## config.mk

```make
export PLATFORM = sky130hd
export DESIGN_NAME = intermed_pipe_flat
export DESIGN_NICKNAME = d
export VERILOG_FILES = /design/src/rtl/intermed_pipe_pkg.sv /design/src/rtl/intermed_pipe_if.sv /design/src/rtl/intermed_pipe_stage.sv /design/src/rtl/intermed_pipe.sv /design/src/flat_wrapper.sv
export SDC_FILE = /design/constraint.sdc
export NUM_CORES = 1
export LEC_CHECK = 0
export BUFFER_PORTS_ARGS = -buffer_cell sky130_fd_sc_hd__buf_4
export CAP_MARGIN = 20
export CORE_ASPECT_RATIO = 0.5
export CORE_MARGIN = 2
export CORE_UTILIZATION = 30
export CTS_CLUSTER_SIZE = 16
export DETAILED_ROUTE_END_ITERATION = 8
export PLACE_DENSITY = 0.58
export SLEW_MARGIN = 20
export SYNTH_ARGS = -nofsm -noshare
export SYNTH_HDL_FRONTEND = slang
export SYNTH_SLANG_ARGS = --single-unit
```

## constraint.sdc

```tcl
create_clock -name clk -period 1.7 [get_ports clk]
set_clock_uncertainty 0.1 [all_clocks]
set_input_delay 0.17 -clock clk [delete_from_list [all_inputs] [get_ports clk]]
set_output_delay 0.17 -clock clk [all_outputs]
set_load 0.02 [all_outputs]
```

## src/rtl/intermed_pipe_pkg.sv

```systemverilog
// Shared types and the per-bit intermediate operator for the intermed_pipe block.
package intermed_pkg;

    typedef enum logic [1:0] {
        MODE_AND  = 2'd0,
        MODE_OR   = 2'd1,
        MODE_XOR  = 2'd2,
        MODE_NAND = 2'd3
    } mode_t;

    // One bit of the mode-selected intermediate op; callers apply it across the word.
    function automatic logic inter_op(input mode_t mode, input logic a, input logic b);
        logic r;
        r = 1'b0;
        case (mode)
            MODE_AND:  r = a & b;
            MODE_OR:   r = a | b;
            MODE_XOR:  r = a ^ b;
            MODE_NAND: r = ~(a & b);
            default:   r = 1'b0;
        endcase
        return r;
    endfunction

endpackage

```

## src/rtl/intermed_pipe_if.sv

```systemverilog
// Valid/ready input and output bus of intermed_pipe, plus the delivered-result counter.
interface intermed_pipe_if #(
    parameter int WIDTH = 8,
    parameter int CNT_W = 16
);
    logic             in_valid;
    logic             in_ready;
    logic [WIDTH-1:0] in_1;
    logic [WIDTH-1:0] in_2;
    logic [WIDTH-1:0] in_3;
    logic [1:0]       in_mode;
    logic             out_valid;
    logic             out_ready;
    logic [WIDTH-1:0] out_1;
    logic [WIDTH-1:0] out_2;
    logic [CNT_W-1:0] out_count;

    // Producer/consumer side driving beats in and taking results out.
    modport master (
        output in_valid, in_1, in_2, in_3, in_mode, out_ready,
        input  in_ready, out_valid, out_1, out_2, out_count
    );

    // The pipeline itself.
    modport slave (
        input  in_valid, in_1, in_2, in_3, in_mode, out_ready,
        output in_ready, out_valid, out_1, out_2, out_count
    );
endinterface

```

## src/rtl/intermed_pipe_stage.sv

```systemverilog
// Generic valid/ready register slice: accepts whenever empty or draining this cycle.
module intermed_stage #(
    parameter int PW = 8
) (
    input  logic          clk,
    input  logic          rst_n,
    input  logic          in_valid,
    output logic          in_ready,
    input  logic [PW-1:0] in_data,
    output logic          out_valid,
    input  logic          out_ready,
    output logic [PW-1:0] out_data
);
    logic          valid_q, valid_d;
    logic [PW-1:0] data_q,  data_d;

    // Next-state: refill or clear when the slot frees up, otherwise hold.
    always_comb begin
        in_ready = ~valid_q | out_ready;
        valid_d  = valid_q;
        data_d   = data_q;
        if (in_ready) begin
            valid_d = in_valid;
        end
        if (in_valid && in_ready) begin
            data_d = in_data;
        end
    end

    // Slice register; the payload is cleared on reset too so no stale value is visible.
    always_ff @(posedge clk) begin
        if (!rst_n) begin
            valid_q <= 1'b0;
            data_q  <= '0;
        end else begin
            valid_q <= valid_d;
            data_q  <= data_d;
        end
    end

    assign out_valid = valid_q;
    assign out_data  = data_q;
endmodule

```

## src/rtl/intermed_pipe.sv

```systemverilog
// Two-stage pipelined combiner: stage 1 = in_1 op in_2 (plus aligned in_3),
// stage 2 = (inter & in_3, inter | in_3). Full throughput with backpressure.
module intermed_pipe
    import intermed_pkg::*;
#(
    parameter int WIDTH = 8,
    parameter int CNT_W = 16
) (
    input logic           clk,
    input logic           rst_n,
    intermed_pipe_if.slave bus
);
    logic [WIDTH-1:0]   inter;
    logic [2*WIDTH-1:0] s1_in_data;
    logic [2*WIDTH-1:0] s1_data;
    logic               s1_valid;
    logic               s2_in_ready;
    logic [WIDTH-1:0]   s1_inter;
    logic [WIDTH-1:0]   s1_c;
    logic [2*WIDTH-1:0] s2_in_data;
    logic [2*WIDTH-1:0] s2_data;
    logic               s2_valid;
    logic [CNT_W-1:0]   count_q, count_d;

    // Intermediate op, applied bit by bit with the mode carried by this beat.
    always_comb begin
        inter = '0;
        for (int i = 0; i < WIDTH; i++) begin
            inter[i] = inter_op(mode_t'(bus.in_mode), bus.in_1[i], bus.in_2[i]);
        end
    end

    // in_3 rides along with the intermediate so it stays aligned with its beat.
    assign s1_in_data = {inter, bus.in_3};

    intermed_stage #(.PW(2*WIDTH)) u_s1 (
        .clk       (clk),
        .rst_n     (rst_n),
        .in_valid  (bus.in_valid),
        .in_ready  (bus.in_ready),
        .in_data   (s1_in_data),
        .out_valid (s1_valid),
        .out_ready (s2_in_ready),
        .out_data  (s1_data)
    );

    assign s1_inter   = s1_data[2*WIDTH-1:WIDTH];
    assign s1_c       = s1_data[WIDTH-1:0];
    assign s2_in_data = {s1_inter & s1_c, s1_inter | s1_c};

    intermed_stage #(.PW(2*WIDTH)) u_s2 (
        .clk       (clk),
        .rst_n     (rst_n),
        .in_valid  (s1_valid),
        .in_ready  (s2_in_ready),
        .in_data   (s2_in_data),
        .out_valid (s2_valid),
        .out_ready (bus.out_ready),
        .out_data  (s2_data)
    );

    assign bus.out_valid = s2_valid;
    assign bus.out_1     = s2_data[2*WIDTH-1:WIDTH];
    assign bus.out_2     = s2_data[WIDTH-1:0];

    // Delivered-result counter, free-running wrap.
    always_comb begin
        count_d = count_q;
        if (s2_valid && bus.out_ready) begin
            count_d = count_q + 1'b1;
        end
    end

    // Counter register.
    always_ff @(posedge clk) begin
        if (!rst_n) begin
            count_q <= '0;
        end else begin
            count_q <= count_d;
        end
    end

    assign bus.out_count = count_q;
endmodule

```

## src/flat_wrapper.sv

```systemverilog
// flat-port wrapper written by rule: the top's interface ports become plain ports
module intermed_pipe_flat import intermed_pkg::*;
#(
    parameter int WIDTH = 8,
    parameter int CNT_W = 16
)
  (clk, rst_n, bus_in_valid, bus_in_1, bus_in_2, bus_in_3, bus_in_mode, bus_out_ready, bus_in_ready, bus_out_valid, bus_out_1, bus_out_2, bus_out_count);
  intermed_pipe_if #(.WIDTH(WIDTH), .CNT_W(CNT_W)) bus_i ();
  input logic clk;
  input logic rst_n;
  input wire logic [$bits(bus_i.in_valid)-1:0] bus_in_valid;
  input wire logic [$bits(bus_i.in_1)-1:0] bus_in_1;
  input wire logic [$bits(bus_i.in_2)-1:0] bus_in_2;
  input wire logic [$bits(bus_i.in_3)-1:0] bus_in_3;
  input wire logic [$bits(bus_i.in_mode)-1:0] bus_in_mode;
  input wire logic [$bits(bus_i.out_ready)-1:0] bus_out_ready;
  output wire logic [$bits(bus_i.in_ready)-1:0] bus_in_ready;
  output wire logic [$bits(bus_i.out_valid)-1:0] bus_out_valid;
  output wire logic [$bits(bus_i.out_1)-1:0] bus_out_1;
  output wire logic [$bits(bus_i.out_2)-1:0] bus_out_2;
  output wire logic [$bits(bus_i.out_count)-1:0] bus_out_count;
  assign bus_i.in_valid = bus_in_valid;
  assign bus_i.in_1 = bus_in_1;
  assign bus_i.in_2 = bus_in_2;
  assign bus_i.in_3 = bus_in_3;
  assign bus_i.in_mode = bus_in_mode;
  assign bus_i.out_ready = bus_out_ready;
  assign bus_in_ready = bus_i.in_ready;
  assign bus_out_valid = bus_i.out_valid;
  assign bus_out_1 = bus_i.out_1;
  assign bus_out_2 = bus_i.out_2;
  assign bus_out_count = bus_i.out_count;
  intermed_pipe #(.WIDTH(WIDTH), .CNT_W(CNT_W)) u_core (.clk(clk), .rst_n(rst_n), .bus(bus_i));
endmodule
```

Yosys cells after proc, flatten, opt, wreduce, memory -nomap -nowiden
Cells that the tools add are included.

Add/subtract/negate cells: 1. Equality and inequality tests: 3. Mux-type cells: 8. Bitwise logic cells: 38. Reduce and logical (&&, ||, !) cells: 4.

Operator list (count): 1-bit case mux with 4 select lines (8); 16-bit by 1-bit adder with 16-bit output, second input constant (1); 1-bit inverter (10); 1-bit bitwise OR (10); 1-bit AND (8); 8-bit AND (1); 8-bit bitwise OR (1); 1-bit bitwise XOR (8); 2-bit == test, second input constant (2); 1-bit logical AND (3); 2-bit by 1-bit == test with 1-bit output, second input constant (1); 2-bit logical NOT (1).

Register bits after elaboration: 50. Bits of input ports: 30. Output and inout bits: 34. Word-level logic and storage cells: 59.

Longest topological paths before layout
Gate-level depths: netlist of run 1.

Word-level depth: 4. Mapped depth: 6. Mapped depth without buffers: 6.

By module
Synthesis of run 1 repeated with hierarchy kept, for this count alone.

Cell total of the unflattened synthesis: 314. Area total of the unflattened synthesis: 2741.4 um2.

Modules (own cells, without submodules): intermed_stage (times used 2, cells an instance 75, area each 703.2 um2, sequential area each 340.3 um2); intermed_pipe (times used 1, cells an instance 164, area each 1335.0 um2, sequential area each 320.3 um2).

Least setup slack after synthesis of run 1
OpenSTA, ideal clock, no wires.

Kind: reg2reg. Start point: reg u_core.u_s2.valid_q (netlist: u_core.u_s2.out_valid). End point: reg u_core.u_s1.data_q[14] (netlist: u_core.u_s1.out_data[14]). Library setup time: 0.132 ns. Data arrival time: 1.435 ns. Data required time: 1.468 ns. Slack: 0.033 ns. Stages on the path, launching flop included: 7. Path buffers: 2. Clock period less this slack: 1.667 ns. Cells stage by stage: dfxtp_1 > nand3b_2 > and2_4 > buf_6 > buf_12 > nor2_1 > nor3_1.

Longest elaborated chain between the ends: 4.

Ends and longest elaborated chain: start, declared (RTL line intermed_pipe_stage.sv:14) `logic valid_q, valid_d;`; start signal, assigned (RTL line intermed_pipe_stage.sv:36) `valid_q <= valid_d;`; 1-bit inverter (RTL line intermed_pipe_stage.sv:19) `in_ready = ~valid_q | out_ready;`; 1-bit bitwise OR (2 in series) (RTL line intermed_pipe_stage.sv:19); net bus_in_ready (RTL line flat_wrapper.sv:17) `output wire logic [$bits(bus_i.in_ready)-1:0] bus_in_ready;`; 1-bit logical AND (RTL line intermed_pipe_stage.sv:25) `if (in_valid && in_ready) begin`; end signal, assigned (RTL line intermed_pipe_stage.sv:37) `data_q <= data_d;`; end, declared (RTL line intermed_pipe_stage.sv:15) `logic [PW-1:0] data_q, data_d;`.

The timed path passes the listed nets, and every way through them passes these cells. A chain may end at the register's enable or synchronous reset.

Worst setup path in the final report of run 1
Start point: reg u_core.count_q[0] (netlist: u_core.bus.out_count[0]). End point: reg u_core.count_q[14] (netlist: u_core.bus.out_count[14]).

Longest elaborated chain between the ends: 1.

Ends and longest elaborated chain: start, declared (RTL line intermed_pipe.sv:23) `logic [CNT_W-1:0] count_q, count_d;`; start signal, assigned (RTL line intermed_pipe.sv:79) `count_q <= count_d;`; 16-bit by 1-bit adder with 16-bit output (RTL line intermed_pipe.sv:70) `count_d = count_q + 1'b1;`.

Every way passes these cells.

==> reports/results.ini, run 1 <==
[worst_setup_path]
r2r-start = u_core.bus.out_count[0]$_SDFFE_PN0P_
crit_path_max_fanout = 4
cp-start-kind = flop
cp-startpoint = u_core.bus.out_count[0]$_SDFFE_PN0P_
cp_cell_sequence = ha_1 -> nand4_1 -> nor4_2 -> xnor2_1 -> nor2_1
cp_data_arrival_time_ns = 1.61
reg2reg_slack_ns = 0.17
rr_worst_depth = 5
max_stage_delay_ns = 0.40
cp.required_ns = 1.78
cp_slowest_cell = dfxtp_1
critical_path_class = flop to flop
endpoint_kind = flop
worstSetupEndpoint = u_core.bus.out_count[14]$_SDFFE_PN0P_
r2r_end = u_core.bus.out_count[14]$_SDFFE_PN0P_

[routing]
drt-total-wl_um = 5490
ant_nets = 0
drtIter0Drc = 124
wl_per_cell_um = 11.7
drc = 0
drt_first_pass_iters = 4
vias_per_cell = 4.46
dr_total_vias = 2100

[clock_network]
cts_tree = yes
clock-sinks = 50
path_clk_slew_ns = 0.07
clk_latency_ns = 0.29
cts_buffer_depth = 2
cts_setup_buffers = 0
cts_buffers = 5
hold_buffers = 0
postCtsResizedCells = 0
htree_levels = 2
root_buffer = clkbuf_16

[sta]
rsz0062_at_grt = no
slew_violations = 0
hold_viol_final = 0
fin_crit_sh_pct = 89.7
worstMarginPinSlew_ns = 0.359
tns_ns = 0
setup_violations = 0
period_minus_slack_ns = 1.53
slew_headroom_pct = 76.0
fmax_mhz = 655

[logic_synthesis]
synth_cell_types = 30
yosys_register_bits = 50
synth_fp_nets = 347
synth_seq_area_share_pct = 40.3
netlist_instances = 300
syn_avg_cell_area_um2 = 8.28
yosys-top-cells-area = dfxtp_1, ha_1, nor2_1, nor3_1, a21oi_1
synth_top_area_share_pct = 40.3
netlist_area_mm2 = 0.00248
ys.warnings.count = 0
synth_top_area_cell = dfxtp_1

[power]
power_uw = 2620
power_leakage_uw = 0.00140
p_per_area_mw_per_mm2 = 819
ir_worst_vdd_v = 0.000330

[floorplanning]
num_rows = 23
die_w_um = 133
die_height_um = 68.3
die_area_mm2 = 0.00907
num_io_pins = 64
start_util_pct = 30.9
core_mm2 = 0.00803

[outcome]
outcome = finished, final reports clean

[global_route]
grt-ovfl-total = 0
grt_usage_pct = 12.3
grt_pass1_vias = 1839
antenna_found_initial = 0
met3_usage_pct = 3.11
grt_pass1_wl_um = 8760
grt_use_met2_pct = 21.0
grt.busiest_layer = met2
grt_max_degree = 50
met1_usage_pct = 15.6

[finish]
most-common-layout-cells = buf_4, dfxtp_1, nor2_1
nNetsFinal = 405
drive_gt1_share_pct = 23.4
area_growth_pct = 28.7
multi_input_area_mm2 = 0.00130
fillCellCount = 837
diodes = 0
register_area_mm2 = 0.00100
final_common_cell = buf_4

[placement]
gp_congestion = 0.689
dp_hpwl_um = 3940
io_buffers = 63

[hold_path]
hold_path.class = primary input to flop

[job]
drv_cap = 0

## metrics by stage
stage / hold slack (ns) / utilization [%] / cell area, um^2 / setup slack, ns / cells
final: 0.0216 / 39.8 / 3200 / 0.174 / 471
after global routing: 0.0119 / 39.8 / 3200 / 0.0642 / 471
after CTS: 0.0150 / 39.8 / 3200 / 0.177 / 471
after detailed placement: 0.329 / 37.9 / 3040 / 0.195 / 463
after global placement: 0.324 / 37.9 / 3040 / 0.229 / 463
after floorplan: 0.199 / - / 2480 / 0.0334 / 300
## synthesized netlist by cell type, drive strengths merged
library cell,n
dfxtp,50
nand3b,1
clkbuf,10
ha,17
mux2i,3
xnor2,7
a211oi,16
buf,6
nor2,44
a31o,1
nor4b,1
xor2,6
nand3,13
nor3,27
inv,22
and2,2
nand4,7
nand2,33
a21oi,26
nand2b,2
nor4,2
and4,4
## kinds of logic (layout without fill, tap and decap cells)
| logic type | after synthesis | in the layout | synth area share (%) |
|---|---|---|---|
| AND/OR/NAND/NOR | 136 | 136 | 27.7 |
| multiplexers | 3 | 3 | 1.21 |
| AO/OA/AOI/OAI | 43 | 43 | 10.4 |
| flip-flops | 50 | 50 | 40.3 |
| adder cells (fa/ha/maj) | 17 | 17 | 8.56 |
| buffers and inverters | 38 | 97 | 7.25 |
| XOR/XNOR | 13 | 13 | 4.58 |
## sequential cells by signal, summed over array words and instances, names as in the netlist
register / flops
u_core.bus.out_count: 16
u_core.u_s1.out_data: 16
u_core.u_s2.out_data: 16
u_core.u_s1.out_valid: 1
u_core.u_s2.out_valid: 1
## final cells by class
| class | count | area share, % |
|---|---|---|
| inverters | 22 | 2.58 |
| clock buffers | 5 | 3.92 |
| flip-flops and latches | 50 | 31.3 |
| well taps | 112 | 4.39 |
| multi-input cells | 212 | 40.8 |
| clock inverters | 3 | 0.901 |
| repair buffers | 67 | 16.1 |
## critical path: cells and delay by family (launching register included)
family        cells  cell delay, ns
xor+xnor          1            0.16
simple gates      3            0.54
flops             1            0.40
fa+ha+maj         1            0.22
## worst min-delay path by stage
stage / startpoint / end / cells past startpoint
3_5_place_dp: bus_in_3[3] / u_core.u_s1.out_data[3]$_SDFFE_PN0P_ / 3
2_1_floorplan: bus_in_valid / u_core.u_s1.out_valid$_SDFFE_PN0P_ / 2
5_1_grt: bus_in_3[5] / u_core.u_s1.out_data[5]$_SDFFE_PN0P_ / 3
4_1_cts: bus_in_3[5] / u_core.u_s1.out_data[5]$_SDFFE_PN0P_ / 3
6_report: bus_in_3[3] / u_core.u_s1.out_data[3]$_SDFFE_PN0P_ / 3
3_3_place_gp: bus_in_3[3] / u_core.u_s1.out_data[3]$_SDFFE_PN0P_ / 3
## report_power, final
group	internal, uW	switching, uW
combinational	147	175
clock	562	478
sequential	1220	38.0
total	1930	692
## layer usage
layer,vias up,wire length [um]
met2,30,2460
met5,-,0
met4,0,59
li1,1132,-
met3,5,210
met1,933,2760
Power figures use the tool's default switching activity.
==> inputs of run 2 (changes only) <==
--- a/config.mk
+++ b/config.mk
@@ -7,13 +7,12 @@
 export LEC_CHECK = 0
 export BUFFER_PORTS_ARGS = -buffer_cell sky130_fd_sc_hd__buf_4
 export CAP_MARGIN = 20
-export CORE_ASPECT_RATIO = 0.5
+export CORE_ASPECT_RATIO = 1.75
 export CORE_MARGIN = 2
-export CORE_UTILIZATION = 30
+export CORE_UTILIZATION = 52
 export CTS_CLUSTER_SIZE = 16
 export DETAILED_ROUTE_END_ITERATION = 8
-export PLACE_DENSITY = 0.58
-export SLEW_MARGIN = 20
+export PLACE_DENSITY = 0.87
 export SYNTH_ARGS = -nofsm -noshare
 export SYNTH_HDL_FRONTEND = slang
 export SYNTH_SLANG_ARGS = --single-unit
==> run 2 against run 1 <==
Via count increased by 4.1%. Register-to-register slack got worse by 0.02 ns. Clock-buffer cell count unchanged. Worst setup slack got worse by 0.019 ns. Die area decreased by 41%. Power decreased by 15%. Combinational power decreased by 2%. Global-route usage increased by 7.2 points. First-iteration DRC count decreased by 48%. Final cell count decreased by 13%. Critical path depth decreased by 1. Critical path type unchanged. Largest power group unchanged.
==> reports/results.ini, run 2 (same netlist as run 1, synthesis figures left out) <==
[worst_setup_path]
endpoint_kind = flop
crit_path_max_fanout = 9  ; +5
cp_data_arrival_time_ns = 1.63  ; +0.02 ns
cp-start-kind = flop
reg2reg_slack_ns = 0.16  ; -0.02 ns
critical_path_class = flop to flop
cp.required_ns = 1.79  ; about the same

[routing]
drt_first_pass_iters = 4  ; unchanged
drt-total-wl_um = 4920  ; -10%
dr_total_vias = 2186  ; +4.1%
vias_per_cell = 5.31  ; +19%
drtIter0Drc = 65  ; -48%
drc = 0  ; unchanged
wl_per_cell_um = 11.9  ; +2.4%
ant_nets = 0  ; unchanged

[finish]
most-common-layout-cells = buf_4, dfxtp_1, nor2_1
drive_gt1_share_pct = 23.6  ; +0.21 points
fin_util_pct = 65.9  ; +26 points
final_common_cell = buf_4
instances_no_fill = 412  ; -13%
register_area_mm2 = 0.00100  ; unchanged
fillCellCount = 414  ; -51%
diodes = 0  ; unchanged
nNetsFinal = 407  ; +0.49%
multi_input_area_mm2 = 0.00130  ; unchanged
design_area_mm2 = 0.00305  ; -4.6%
area_growth_pct = 22.7

[sta]
worstMarginPinSlew_ns = 0.345  ; -0.0139 ns
rsz0062_at_grt = no
slew_violations = 0  ; unchanged
whs_ns = 0.0101  ; -0.0116 ns
slew_headroom_pct = 77.0  ; +0.93 points
tns_ns = 0  ; unchanged
fin_crit_sh_pct = 90.9  ; +1.1 points
fmax_mhz = 647  ; -1.2%
setup_violations = 0  ; unchanged
period_minus_slack_ns = 1.54  ; +0.0188 ns
hold_viol_final = 0  ; unchanged

[clock_network]
clock-sinks = 50  ; unchanged
clk_latency_ns = 0.30  ; about the same
root_buffer = clkbuf_8
cts_buffers = 5  ; unchanged
cts_setup_buffers = 0  ; unchanged
postCtsResizedCells = 0  ; unchanged
hold_buffers = 0  ; unchanged
cts_tree = yes
path_clk_slew_ns = 0.08  ; about the same
cts_buffer_depth = 2  ; unchanged
htree_levels = 2  ; unchanged

[floorplanning]
die_height_um = 95.4  ; +40%
die_area_mm2 = 0.00537  ; -41%
core_mm2 = 0.00462  ; -42%
start_util_pct = 53.7  ; +23 points
die_w_um = 56.2  ; -58%
num_rows = 33  ; +43%
num_io_pins = 64  ; unchanged

[power]
p_per_area_mw_per_mm2 = 726  ; -11%
ir_worst_vdd_v = 0.000517  ; +56%
power_leakage_uw = 0.00138  ; -1.9%

[global_route]
grt-ovfl-total = 0  ; unchanged
grt_max_degree = 31  ; -38%
grt_pass1_wl_um = 8310  ; -5.0%
antenna_found_initial = 0  ; unchanged
grt_usage_pct = 19.5  ; +7.2 points
grt_pass1_vias = 1953  ; +6.2%

[placement]
dp_hpwl_um = 3770  ; -4.3%
io_buffers = 63  ; unchanged
dpl.cell_count = 405  ; -13%
gp_congestion = 0.850  ; +23%
place_area_mm2 = 0.00297  ; -2.4%

[hold_path]
hold_path.class = primary input to flop

[job]
drv_cap = 0  ; unchanged

[outcome]
outcome = finished, final reports clean

-- run 2: cell types whose count changed in the layout (fill, tap and decap cells not counted), sizes merged --
cell and change:
buf +2, inv -1
-- run 2: critical path: stages (launching register included) --
cell     delay [ns]
dfxtp_1        0.53
nand3_4        0.16
nor4b_4        0.38
a31o_1         0.20
a21oi_1        0.06
-- run 2: layer usage --
| layer | vias up | track usage, % | part of all wire [%] |
|---|---|---|---|
| li1 | 1134 | - | - |
| met1 | 1002 | 20.3 | 39 |
| met2 | 44 | 37.1 | 55 |
| met3 | 6 | 2.99 | 3.5 |
| met4 | 0 | 9.92 | 1.9 |
| met5 | - | 0 | 0 |
-- run 2: cell type report --
cell class	count	area share (%)
sequential	50	32.8
clock inverter	2	0.328
clock buffer	5	2.26
inverter	22	2.71
tap	52	2.13
timing repair buffer	69	17.0
multi-input combinational	212	42.7
-- run 2: power by group --
part / internal [uW] / switching [uW] / leakage [uW] / total, uW
sequential: 1220 / 36.4 / 0.000408 / 1250
clock: 277 / 368 / 0.0000438 / 645
combinational: 145 / 170 / 0.000924 / 315
-- run 2: final timing paths --
kind | start | endpoint | cells after the start
max | u_core.u_s2.out_valid$_SDFFE_PN0P_ | u_core.bus.out_count[13]$_SDFFE_PN0P_ | 4
min reg2reg | u_core.u_s2.out_data[13]$_SDFFE_PN0P_ | u_core.u_s2.out_data[13]$_SDFFE_PN0P_ | 2
min | bus_in_3[3] | u_core.u_s1.out_data[3]$_SDFFE_PN0P_ | 3
max reg2reg | u_core.u_s2.out_valid$_SDFFE_PN0P_ | u_core.bus.out_count[13]$_SDFFE_PN0P_ | 4
-- run 2: through the flow --
stage,worst slack [ns],power [uW]
final,0.155,2210
after global placement,0.256,1590
after CTS,0.146,2230
after floorplan,0.0334,1480
after detailed placement,0.191,1600
after global routing,0.0686,2320
==> inputs of run 3 (changes only) <==
--- a/config.mk
+++ b/config.mk
@@ -13,6 +13,7 @@
 export CTS_CLUSTER_SIZE = 16
 export DETAILED_ROUTE_END_ITERATION = 8
 export PLACE_DENSITY = 0.87
+export SETUP_SLACK_MARGIN = 0.5
 export SYNTH_ARGS = -nofsm -noshare
 export SYNTH_HDL_FRONTEND = slang
 export SYNTH_SLANG_ARGS = --single-unit
==> run 3 against run 2 <==
Non-clock buffer count grew 15. Hold slack barely moved. Sequential cell count unchanged. Die area unchanged. Maximum frequency increased by 4.9%. Design area is 14% higher. Clock power up 4.5%. Utilization rose by 9.0 points. Power is 3.0% higher. Critical path depth unchanged. Largest cell class unchanged. Largest power group unchanged.
==> reports/results.ini, run 3 (same netlist as run 1, synthesis figures left out) <==
[outcome]
outcome = finished, final reports clean

[sta]
slew_headroom_pct = 76.9  ; about the same
worstMarginPinSlew_ns = 0.345  ; -0.000490 ns
rsz0062_at_grt = yes
period_minus_slack_ns = 1.47  ; -0.0723 ns
setup_violations = 0  ; unchanged
tns_ns = 0  ; unchanged
slew_violations = 0  ; unchanged
whs_ns = 0.00994  ; -0.000129 ns
hold_viol_final = 0  ; unchanged
fin_crit_sh_pct = 86.6  ; -4.3 points
fmax_mhz = 679  ; +4.9%

[floorplanning]
die_height_um = 95.4  ; unchanged
core_mm2 = 0.00462  ; unchanged
num_rows = 33  ; unchanged
num_io_pins = 64  ; unchanged
start_util_pct = 53.7  ; unchanged
die_w_um = 56.2  ; unchanged
die_area_mm2 = 0.00537  ; unchanged

[routing]
drtIter0Drc = 125  ; +92%
drc = 0  ; unchanged
drt_first_pass_iters = 5  ; +1
met2_length_um = 3900  ; +43%
drt-total-wl_um = 6790  ; +38%
wl_per_cell_um = 15.8  ; +32%
vias_per_cell = 5.63  ; +6.1%
wl_met3_um = 316  ; +85%
ant_nets = 0  ; unchanged
top_layer_used = met4
wl_met1_um = 2370  ; +23%
dr_total_vias = 2426  ; +11%

[clock_network]
htree_levels = 2  ; unchanged
hold_buffers = 0  ; unchanged
cts_tree = yes
root_buffer = clkbuf_8
clk_latency_ns = 0.31  ; about the same
path_clk_slew_ns = 0.09  ; about the same
cts_buffers = 5  ; unchanged
clock-sinks = 50  ; unchanged
cts_buffer_depth = 2  ; unchanged

[finish]
drive_gt1_share_pct = 36.7  ; +13 points
diodes = 0  ; unchanged
most-common-layout-cells = buf_4, nor2_1, dfxtp_1
fillCellCount = 330  ; -20%
final_common_cell = buf_4
nNetsFinal = 425  ; +4.4%
area_growth_pct = 39.4
instances_no_fill = 431  ; +4.6%

[global_route]
grt_max_degree = 50  ; +61%
grt_pass1_vias = 2141  ; +9.6%
grt-ovfl-total = 0  ; unchanged
grt_usage_pct = 21.2  ; +1.8 points
antenna_found_initial = 0  ; unchanged
grt_pass1_wl_um = 9110  ; +9.6%

[placement]
gp_congestion = 0.884  ; +4.0%
dp_hpwl_um = 3960  ; +5.1%
dpl.cell_count = 400  ; -1.2%
io_buffers = 63  ; unchanged

[power]
power_leakage_uw = 0.00155  ; +13%
power_uw = 2280  ; +3.0%
ir_worst_vdd_v = 0.000650  ; +26%
p_per_area_mw_per_mm2 = 658  ; -9.4%

[worst_setup_path]
max_stage_delay_ns = 0.42  ; -0.11 ns
critical_path_class = flop to flop
cp_slowest_cell = nor4b_4
cp_cell_sequence = nand4_4 -> nor4b_4 -> a31o_1 -> a21oi_1
endpoint_kind = flop
crit_path_max_fanout = 5  ; -4
cp_data_arrival_time_ns = 1.57  ; -0.06 ns
cp-start-kind = flop
cp.required_ns = 1.80  ; about the same

[hold_path]
hold_path.class = primary input to flop

[job]
drv_cap = 0  ; unchanged

==> run 3: cell types whose count changed in the layout (fill, tap and decap cells not counted), moves of 4 or more <==
cell and delta:
dfxtp_1 -16, dfxtp_4 +12, buf_6 +9, a211oi_1 -6, a211oi_2 +6, buf_4 +4
dfxtp_2 +4
==> run 3: what timing repair did <==
action	CTS	global route
resized for setup	14	26
cloned	0	3
pin swaps	17	18
setup buffers	7	13
endpoints found under the setup margin	46	43
==> run 3: area by class of cell <==
cell class | instances | area [um^2] | area share [%]
Sequential cell | 50 | 1050 | 30.3
Timing Repair Buffer | 84 | 689 | 19.9
Tap cell | 52 | 65.1 | 1.88
Multi-Input combinational cell | 215 | 1490 | 43.0
Inverter | 22 | 82.6 | 2.38
Clock buffer | 5 | 68.8 | 1.99
Clock inverter | 3 | 16.3 | 0.470
==> run 3: report_power, final <==
group / switching (uW) / internal, uW
clock: 392 / 282
combinational: 199 / 165
sequential: 40.8 / 1200
==> run 3: worst max-delay path: cells and delay by family (launching register included) <==
| kind | cells | cell delay (ns) |
|---|---|---|
| and+or+nand+nor | 2 | 0.60 |
| AOI/OAI and AO/OA | 2 | 0.28 |
| DFF | 1 | 0.38 |
==> run 3: path summary, 6_finish.rpt <==
| path | slack [ns] | to | cells past startpoint | from |
|---|---|---|---|---|
| min reg2reg | 0.37 | u_core.u_s2.out_data[13]$_SDFFE_PN0P_ | 2 | u_core.u_s2.out_data[13]$_SDFFE_PN0P_ |
| max | 0.23 | u_core.bus.out_count[13]$_SDFFE_PN0P_ | 4 | u_core.bus.out_count[4]$_SDFFE_PN0P_ |
| max reg2reg | 0.23 | u_core.bus.out_count[13]$_SDFFE_PN0P_ | 4 | u_core.bus.out_count[4]$_SDFFE_PN0P_ |
| min | 0.01 | u_core.u_s1.out_data[4]$_SDFFE_PN0P_ | 3 | bus_in_3[4] |
==> run 3: per-layer routing <==
| layer | GRT usage (%) | up-vias |
|---|---|---|
| li1 | - | 1175 |
| met1 | 20.6 | 1141 |
| met2 | 42.0 | 90 |
| met3 | 3.66 | 20 |
| met4 | 10.5 | 0 |
| met5 | 0 | - |
==> run 3: stage by stage <==
stage / utilization, % / setup WS, ns / cell area, um^2
final: 74.9 / 0.228 / 3460
after global routing: 74.9 / 0.176 / 3460
after CTS: 69.2 / 0.325 / 3200
after detailed placement: 65.4 / 0.205 / 3020
after global placement: 65.4 / 0.306 / 3020
after floorplan: - / 0.382 / 2570
